File: src/rtl/alu_share_arbiter.sv
// alu_share_arbiter: shares one combinational ALU between two requesters.
// Round-robin grant, operands registered onto the ALU, result captured and
// returned on a per-requester valid/ready response channel.
//
// state | meaning
// IDLE  | waiting for a request; grant is combinational
// EXEC  | operand registers drive the ALU; result captured at cycle end
// RESP  | response valid to owner, held until owner accepts
module alu_share_arbiter #(
  parameter int unsigned       XLEN   = 32,
  parameter int unsigned       OP_W   = 4,
  parameter logic [OP_W-1:0]   OP_MAX = 4'b1010
) (
  input  logic            clk_i,
  input  logic            rst_ni,
  input  logic            req_valid_0_i,
  output logic            req_ready_0_o,
  input  logic [OP_W-1:0] req_op_0_i,
  input  logic [XLEN-1:0] req_a_0_i,
  input  logic [XLEN-1:0] req_b_0_i,
  output logic            resp_valid_0_o,
  input  logic            resp_ready_0_i,
  output logic [XLEN-1:0] resp_data_0_o,
  output logic            resp_err_0_o,
  input  logic            req_valid_1_i,
  output logic            req_ready_1_o,
  input  logic [OP_W-1:0] req_op_1_i,
  input  logic [XLEN-1:0] req_a_1_i,
  input  logic [XLEN-1:0] req_b_1_i,
  output logic            resp_valid_1_o,
  input  logic            resp_ready_1_i,
  output logic [XLEN-1:0] resp_data_1_o,
  output logic            resp_err_1_o,
  output logic [XLEN-1:0] alu1_o,
  output logic [XLEN-1:0] alu2_o,
  output logic [OP_W-1:0] alu_op_o,
  input  logic [XLEN-1:0] alu_result_i,
  output logic            busy_o
);

  typedef enum logic [1:0] {
    IDLE = 2'd0,
    EXEC = 2'd1,
    RESP = 2'd2
  } state_e;

  state_e          state_q;
  logic            ptr_q;
  logic            owner_q;
  logic [OP_W-1:0] op_q;
  logic [XLEN-1:0] a_q;
  logic [XLEN-1:0] b_q;
  logic [XLEN-1:0] result_q;
  logic            err_q;
  logic            resp_valid_0_q;
  logic            resp_valid_1_q;
  logic            busy_q;

  logic            gnt_valid;
  logic            gnt_id;
  logic            owner_ready;

  // Grant selection: pointer breaks ties, a lone requester always wins.
  always_comb begin
    gnt_valid = req_valid_0_i | req_valid_1_i;
    gnt_id    = (req_valid_0_i && req_valid_1_i) ? ptr_q : req_valid_1_i;
    owner_ready = owner_q ? resp_ready_1_i : resp_ready_0_i;
  end

  assign req_ready_0_o  = (state_q == IDLE) && gnt_valid && !gnt_id;
  assign req_ready_1_o  = (state_q == IDLE) && gnt_valid &&  gnt_id;
  assign resp_valid_0_o = resp_valid_0_q;
  assign resp_valid_1_o = resp_valid_1_q;
  assign resp_data_0_o  = result_q;
  assign resp_data_1_o  = result_q;
  assign resp_err_0_o   = err_q;
  assign resp_err_1_o   = err_q;
  assign alu1_o         = a_q;
  assign alu2_o         = b_q;
  assign alu_op_o       = op_q;
  assign busy_o         = busy_q;

  // Sequencer: latch grant, capture ALU result, hold response until accepted.
  always_ff @(posedge clk_i or negedge rst_ni) begin
    if (!rst_ni) begin
      state_q        <= IDLE;
      ptr_q          <= 1'b0;
      owner_q        <= 1'b0;
      op_q           <= '0;
      a_q            <= '0;
      b_q            <= '0;
      result_q       <= '0;
      err_q          <= 1'b0;
      resp_valid_0_q <= 1'b0;
      resp_valid_1_q <= 1'b0;
      busy_q         <= 1'b0;
    end else begin
      case (state_q)
        IDLE: begin
          if (gnt_valid) begin
            owner_q <= gnt_id;
            op_q    <= gnt_id ? req_op_1_i : req_op_0_i;
            a_q     <= gnt_id ? req_a_1_i  : req_a_0_i;
            b_q     <= gnt_id ? req_b_1_i  : req_b_0_i;
            busy_q  <= 1'b1;
            state_q <= EXEC;
          end
        end
        EXEC: begin
          result_q       <= alu_result_i;
          err_q          <= (op_q > OP_MAX);
          resp_valid_0_q <= !owner_q;
          resp_valid_1_q <= owner_q;
          state_q        <= RESP;
        end
        RESP: begin
          if (owner_ready) begin
            resp_valid_0_q <= 1'b0;
            resp_valid_1_q <= 1'b0;
            busy_q         <= 1'b0;
            ptr_q          <= !owner_q;
            state_q        <= IDLE;
          end
        end
        default: begin
          resp_valid_0_q <= 1'b0;
          resp_valid_1_q <= 1'b0;
          busy_q         <= 1'b0;
          state_q        <= IDLE;
        end
      endcase
    end
  end

endmodule

File: config.mk
export PLATFORM = sky130hd
export DESIGN_NAME = alu_share_arbiter
export DESIGN_NICKNAME = d
export VERILOG_FILES = /design/src/rtl/alu_share_arbiter.sv
export SDC_FILE = /design/constraint.sdc
export NUM_CORES = 1
export LEC_CHECK = 0
export CORE_AREA = 5 5 118 120
export CTS_BUF_LIST = sky130_fd_sc_hd__clkbuf_8
export CTS_CLUSTER_DIAMETER = 30
export DETAILED_ROUTE_END_ITERATION = 10
export DIE_AREA = 0 0 123 125
export DONT_BUFFER_PORTS = 1
export SYNTH_ARGS = -nofsm -noshare
export SYNTH_HDL_FRONTEND = slang
export SYNTH_SLANG_ARGS = --single-unit
File: constraint.sdc
create_clock -name clk_i -period 3.7 [get_ports clk_i]
set_clock_uncertainty 0.15 [all_clocks]
set_input_delay 0.37 -clock clk_i [delete_from_list [all_inputs] [get_ports clk_i]]
set_output_delay 0.37 -clock clk_i [all_outputs]
set_load 0.05 [all_outputs]
==> results of run 1 <==
-- Yosys cell counts, drive strengths merged --
library cell	n
dfrtp	108
o21ai	71
a21oi	69
a31oi	69
nand3	68
buf	55
clkbuf	36
mux2	33
inv	5
nand2	4
and2	3
nor2	3
a21o	2
nand2b	2
o32ai	2
or2	2
and2b	1
nand3b	1
o22ai	1
-- cells by family after synthesis --
family | synth area share
AND/OR/NAND/NOR | 0.0816
flip-flops | 0.515
buffers and inverters | 0.108
multiplexers | 0.0708
AO/OA/AOI/OAI | 0.224
-- metrics by stage --
| stage | instances | utilization | hold slack (ns) | cell area [um^2] |
|---|---|---|---|---|
| after detailed placement | 624 | 0.385 | -0.0736 | 4960 |
| after floorplan | 535 | - | -0.0756 | 5250 |
| after global placement | 624 | 0.385 | -0.0733 | 4960 |
==> results.sh, run 1 <==
export IMPL_port_buffers=0
export IMPL_postCtsHoldBufs=128
export IMPL_die_x_um=123
export IMPL_ys_seq_area_frac=0.515
export IMPL_place_congestion=0.794
export IMPL_synth_seq_cells=108
export IMPL_status="aborted with a tool error"
export IMPL_cts_max_path_buffers=2
export IMPL_error_line="[ERROR RSZ-0060] Max buffer count reached."
export IMPL_yosys_warnings=0
export IMPL_htree_levels=3
export IMPL_avgSynthCellArea_um2=9.81
export IMPL_synth_top_cell_by_area="dfrtp_1"
export IMPL_yosysTopAreaCellShare=0.515
export IMPL_yosys_top_cells_area="dfrtp_1 (52%), a31oi_1 (8.2%), mux2_1 (6.9%)"
export IMPL_cts_buffers=9
export IMPL_hpwl_mm=10.4
export IMPL_syn_area_um2=5250
export IMPL_syn_nets=709
export IMPL_clock_sinks=108
export IMPL_syn_inst=535
export IMPL_synth_distinct_cells=25
export IMPL_lastStage="4_1_cts"
export IMPL_ctsRootBufferMaster="clkbuf_8"
export IMPL_pre_cts_slack_ns=1.28
export IMPL_die_height_um=125
export IMPL_postCtsSetupBuffers=0
export IMPL_cts_resized_gates=0
export IMPL_start_util=0.407
export IMPL_ioPinCount=313
export IMPL_fp_row_count=42
==> run 2, diff against run 1 <==
==> config.mk (replaced) <==
export PLATFORM = sky130hd
export DESIGN_NAME = alu_share_arbiter
export DESIGN_NICKNAME = d
export VERILOG_FILES = /design/src/rtl/alu_share_arbiter.sv
export SDC_FILE = /design/constraint.sdc
export NUM_CORES = 1
export LEC_CHECK = 0
export CORE_MARGIN = 5
export CORE_UTILIZATION = 40
export DETAILED_ROUTE_END_ITERATION = 10
export DONT_BUFFER_PORTS = 1
export PLACE_DENSITY_LB_ADDON = 0.15
export SYNTH_ARGS = -nofsm -noshare
export SYNTH_HDL_FRONTEND = slang
export SYNTH_SLANG_ARGS = --single-unit
==> run 2 against run 1 <==
Effect of this change: the run now ends clean; synthesized cell count did not move; area after synthesis did not move.
==> results.sh, run 2 <==
export IMPL_synth_compound_area_frac=0.224
export IMPL_synth_top_cells_by_count="dfrtp_1 (108), a21oi_1 (69), a31oi_1 (69), o21ai_0 (69), nand3_1 (68)"
export IMPL_synth_top_family_by_area="compound AO/OA/AOI/OAI gates"
export IMPL_slew_limit_headroom=0.257
export IMPL_yosys_warnings=0
export IMPL_rrSetupSlack_ns=1.54
export IMPL_hold_start="alu_result_i[23]"
export IMPL_ys_seq_area_frac=0.515
export IMPL_syn_area_um2=5250
export IMPL_fp_row_count=41
export IMPL_yosysMostFrequentCell="dfrtp_1"
export IMPL_layout_common_cells="dfrtp_1 (108), o21ai_0 (69), a21oi_1 (69), a31oi_1 (69), nand3_1 (68)"
export IMPL_clk_latency_ns=0.34
export IMPL_wl_per_cell_um=25.1
export IMPL_cts_max_path_buffers=2
export IMPL_timing_final_hold_violations=0
export IMPL_required_ns=3.18
export IMPL_grt_pass1_wl_mm=25.3
export IMPL_place_congestion=0.781
export IMPL_cts_tree="yes"
export IMPL_finalCriticalPeriod_ns=2.60
export IMPL_worstMarginPinSlew_ns=1.11
export IMPL_core_um2=12700
export IMPL_status="completed"
export IMPL_clk_pin_slew_ns=0.07
export IMPL_syn_inst=535
export IMPL_grt_usage=0.204
export IMPL_final_common_cell="dfrtp_1"
export IMPL_avgSynthCellArea_um2=9.81
export IMPL_crit_chain="nor2_4 -> and2_2 -> and2_1"
export IMPL_yosys_top_cells_area="dfrtp_1 (52%), a31oi_1 (8.2%), mux2_1 (6.9%)"
export IMPL_ctsRootBufferMaster="clkbuf_16"
export IMPL_synth_top_cell_by_area="dfrtp_1"
export IMPL_drt_wl_total_mm=16.4
export IMPL_ioPinCount=313
export IMPL_synth_seq_cells=108
export IMPL_synth_distinct_cells=25
export IMPL_dp_cells=620
export IMPL_num_nets_final=651
export IMPL_grt_pass1_vias=3980
export IMPL_post_route_period_util=0.703
export IMPL_fin_util=0.427
export IMPL_grt_overflow_total=0
export IMPL_r2r_start="state_q[0]"
export IMPL_die_height_um=125
export IMPL_clock_fmax_mhz=385
export IMPL_synth_mux_area_frac=0.0708
export IMPL_synthAdderAreaFrac=0
export IMPL_worst_ep_arrival_time_ns=2.08
export IMPL_num_fill_cells=1281
export IMPL_rsz0062_at_grt="no"
export IMPL_die_x_um=125
export IMPL_drive_above_1_share=0.0603
export IMPL_hold_path_class="input port to flop"
export IMPL_clock_sinks=108
export IMPL_syn_nets=709
export IMPL_cts_buffers=9
export IMPL_htree_levels=3
export IMPL_route_detailed_drc=0
export IMPL_start_util=0.412
export IMPL_drtAntennaViolNets=0
export IMPL_end_kind="output pin"
export IMPL_hpwl_mm=10.8
export IMPL_yosys_area_share_simple=0.0816
export IMPL_insertedDiodeCount=0
export IMPL_postCtsHoldBufs=15
export IMPL_postCtsSetupBuffers=0
export IMPL_synth_edf_count=0
export IMPL_syn2layout_area_growth_pct=3.48
export IMPL_cts_resized_gates=0
export IMPL_port_buffers=0
export IMPL_fin_cells=653
export IMPL_synth_xor_area_frac=0
export IMPL_whs_ns=0.00711
export IMPL_vias=4066
export IMPL_maxSlewViolCount=0
export IMPL_max_cap_violations=0
export IMPL_finalSetupViolCount=0
export IMPL_critPathLaunch="state_q[0]"
export IMPL_synthFlopType="dfrtp_1"
export IMPL_antenna_found_initial=0
export IMPL_cp_slowest_cell="and2_2"
export IMPL_grt_max_degree=109
export IMPL_die_area_um2=15500
export IMPL_postSynth_asyncResetShare=1.00
export IMPL_cp_start_kind="flop"
export IMPL_initialDrtViolationCount=307
export IMPL_setup_tns_ns=0
export IMPL_cpPeakStageDelay_ns=0.57
export IMPL_firstDrtPassIters=5
export IMPL_crit_fanout=36
export IMPL_viasPerCell=6.23
export IMPL_yosysTopAreaCellShare=0.515
export IMPL_crit_type="flop to output pin"
run 2: cell counts after synthesis:
No cell type changed its count.
run 2: final cells by class:
type	count	area [um^2]	area share
well taps	172	215	0.0396
repair buffers	22	228	0.0419
clock buffers	10	239	0.0440
multi-input cells	331	1990	0.366
clock inverters	5	36.3	0.00668
flip-flops and latches	108	2700	0.498
inverters	5	18.8	0.00346
run 2: layer usage:
layer / track usage / part of all wire / vias up
met5: 0 / 0 / -
met4: 0.0703 / 0.024 / 0
met3: 0.0613 / 0.087 / 27
met2: 0.357 / 0.52 / 230
met1: 0.237 / 0.37 / 2015
li1: - / - / 1794
run 2: path summary, 6_finish.rpt:
check,end,cells after the start
worst max-delay path,req_ready_0_o,3
worst min-delay path,resp_data_0_o[23],1
worst max register to register,alu2_o[12],4
worst min register to register,resp_valid_0_o,1
max in group asynchronous,alu2_o[19],2
min in group asynchronous,alu1_o[12],2
run 2: critical path, delay by kind of cell (launching register included):
| family | cells | cell delay (ns) |
|---|---|---|
| DFF | 1 | 0.48 |
| and+or+nand+nor | 3 | 1.25 |
run 2: per-stage QoR:
step,area [um^2],setup slack [ns]
floorplan,5250,1.60
global placement,4960,1.46
detailed placement,4960,1.44
CTS,5400,1.06
global route,5430,1.00
finish,5430,1.10
run 2: kinds of logic after synthesis:
family | after synthesis
buf+inv | 96
compound gates | 214
simple gates | 84
mux | 33
flops | 108
Power of run 2 is not shown: default switching activity piles up to over one toggle a cycle in this logic, so the estimate is an artifact.
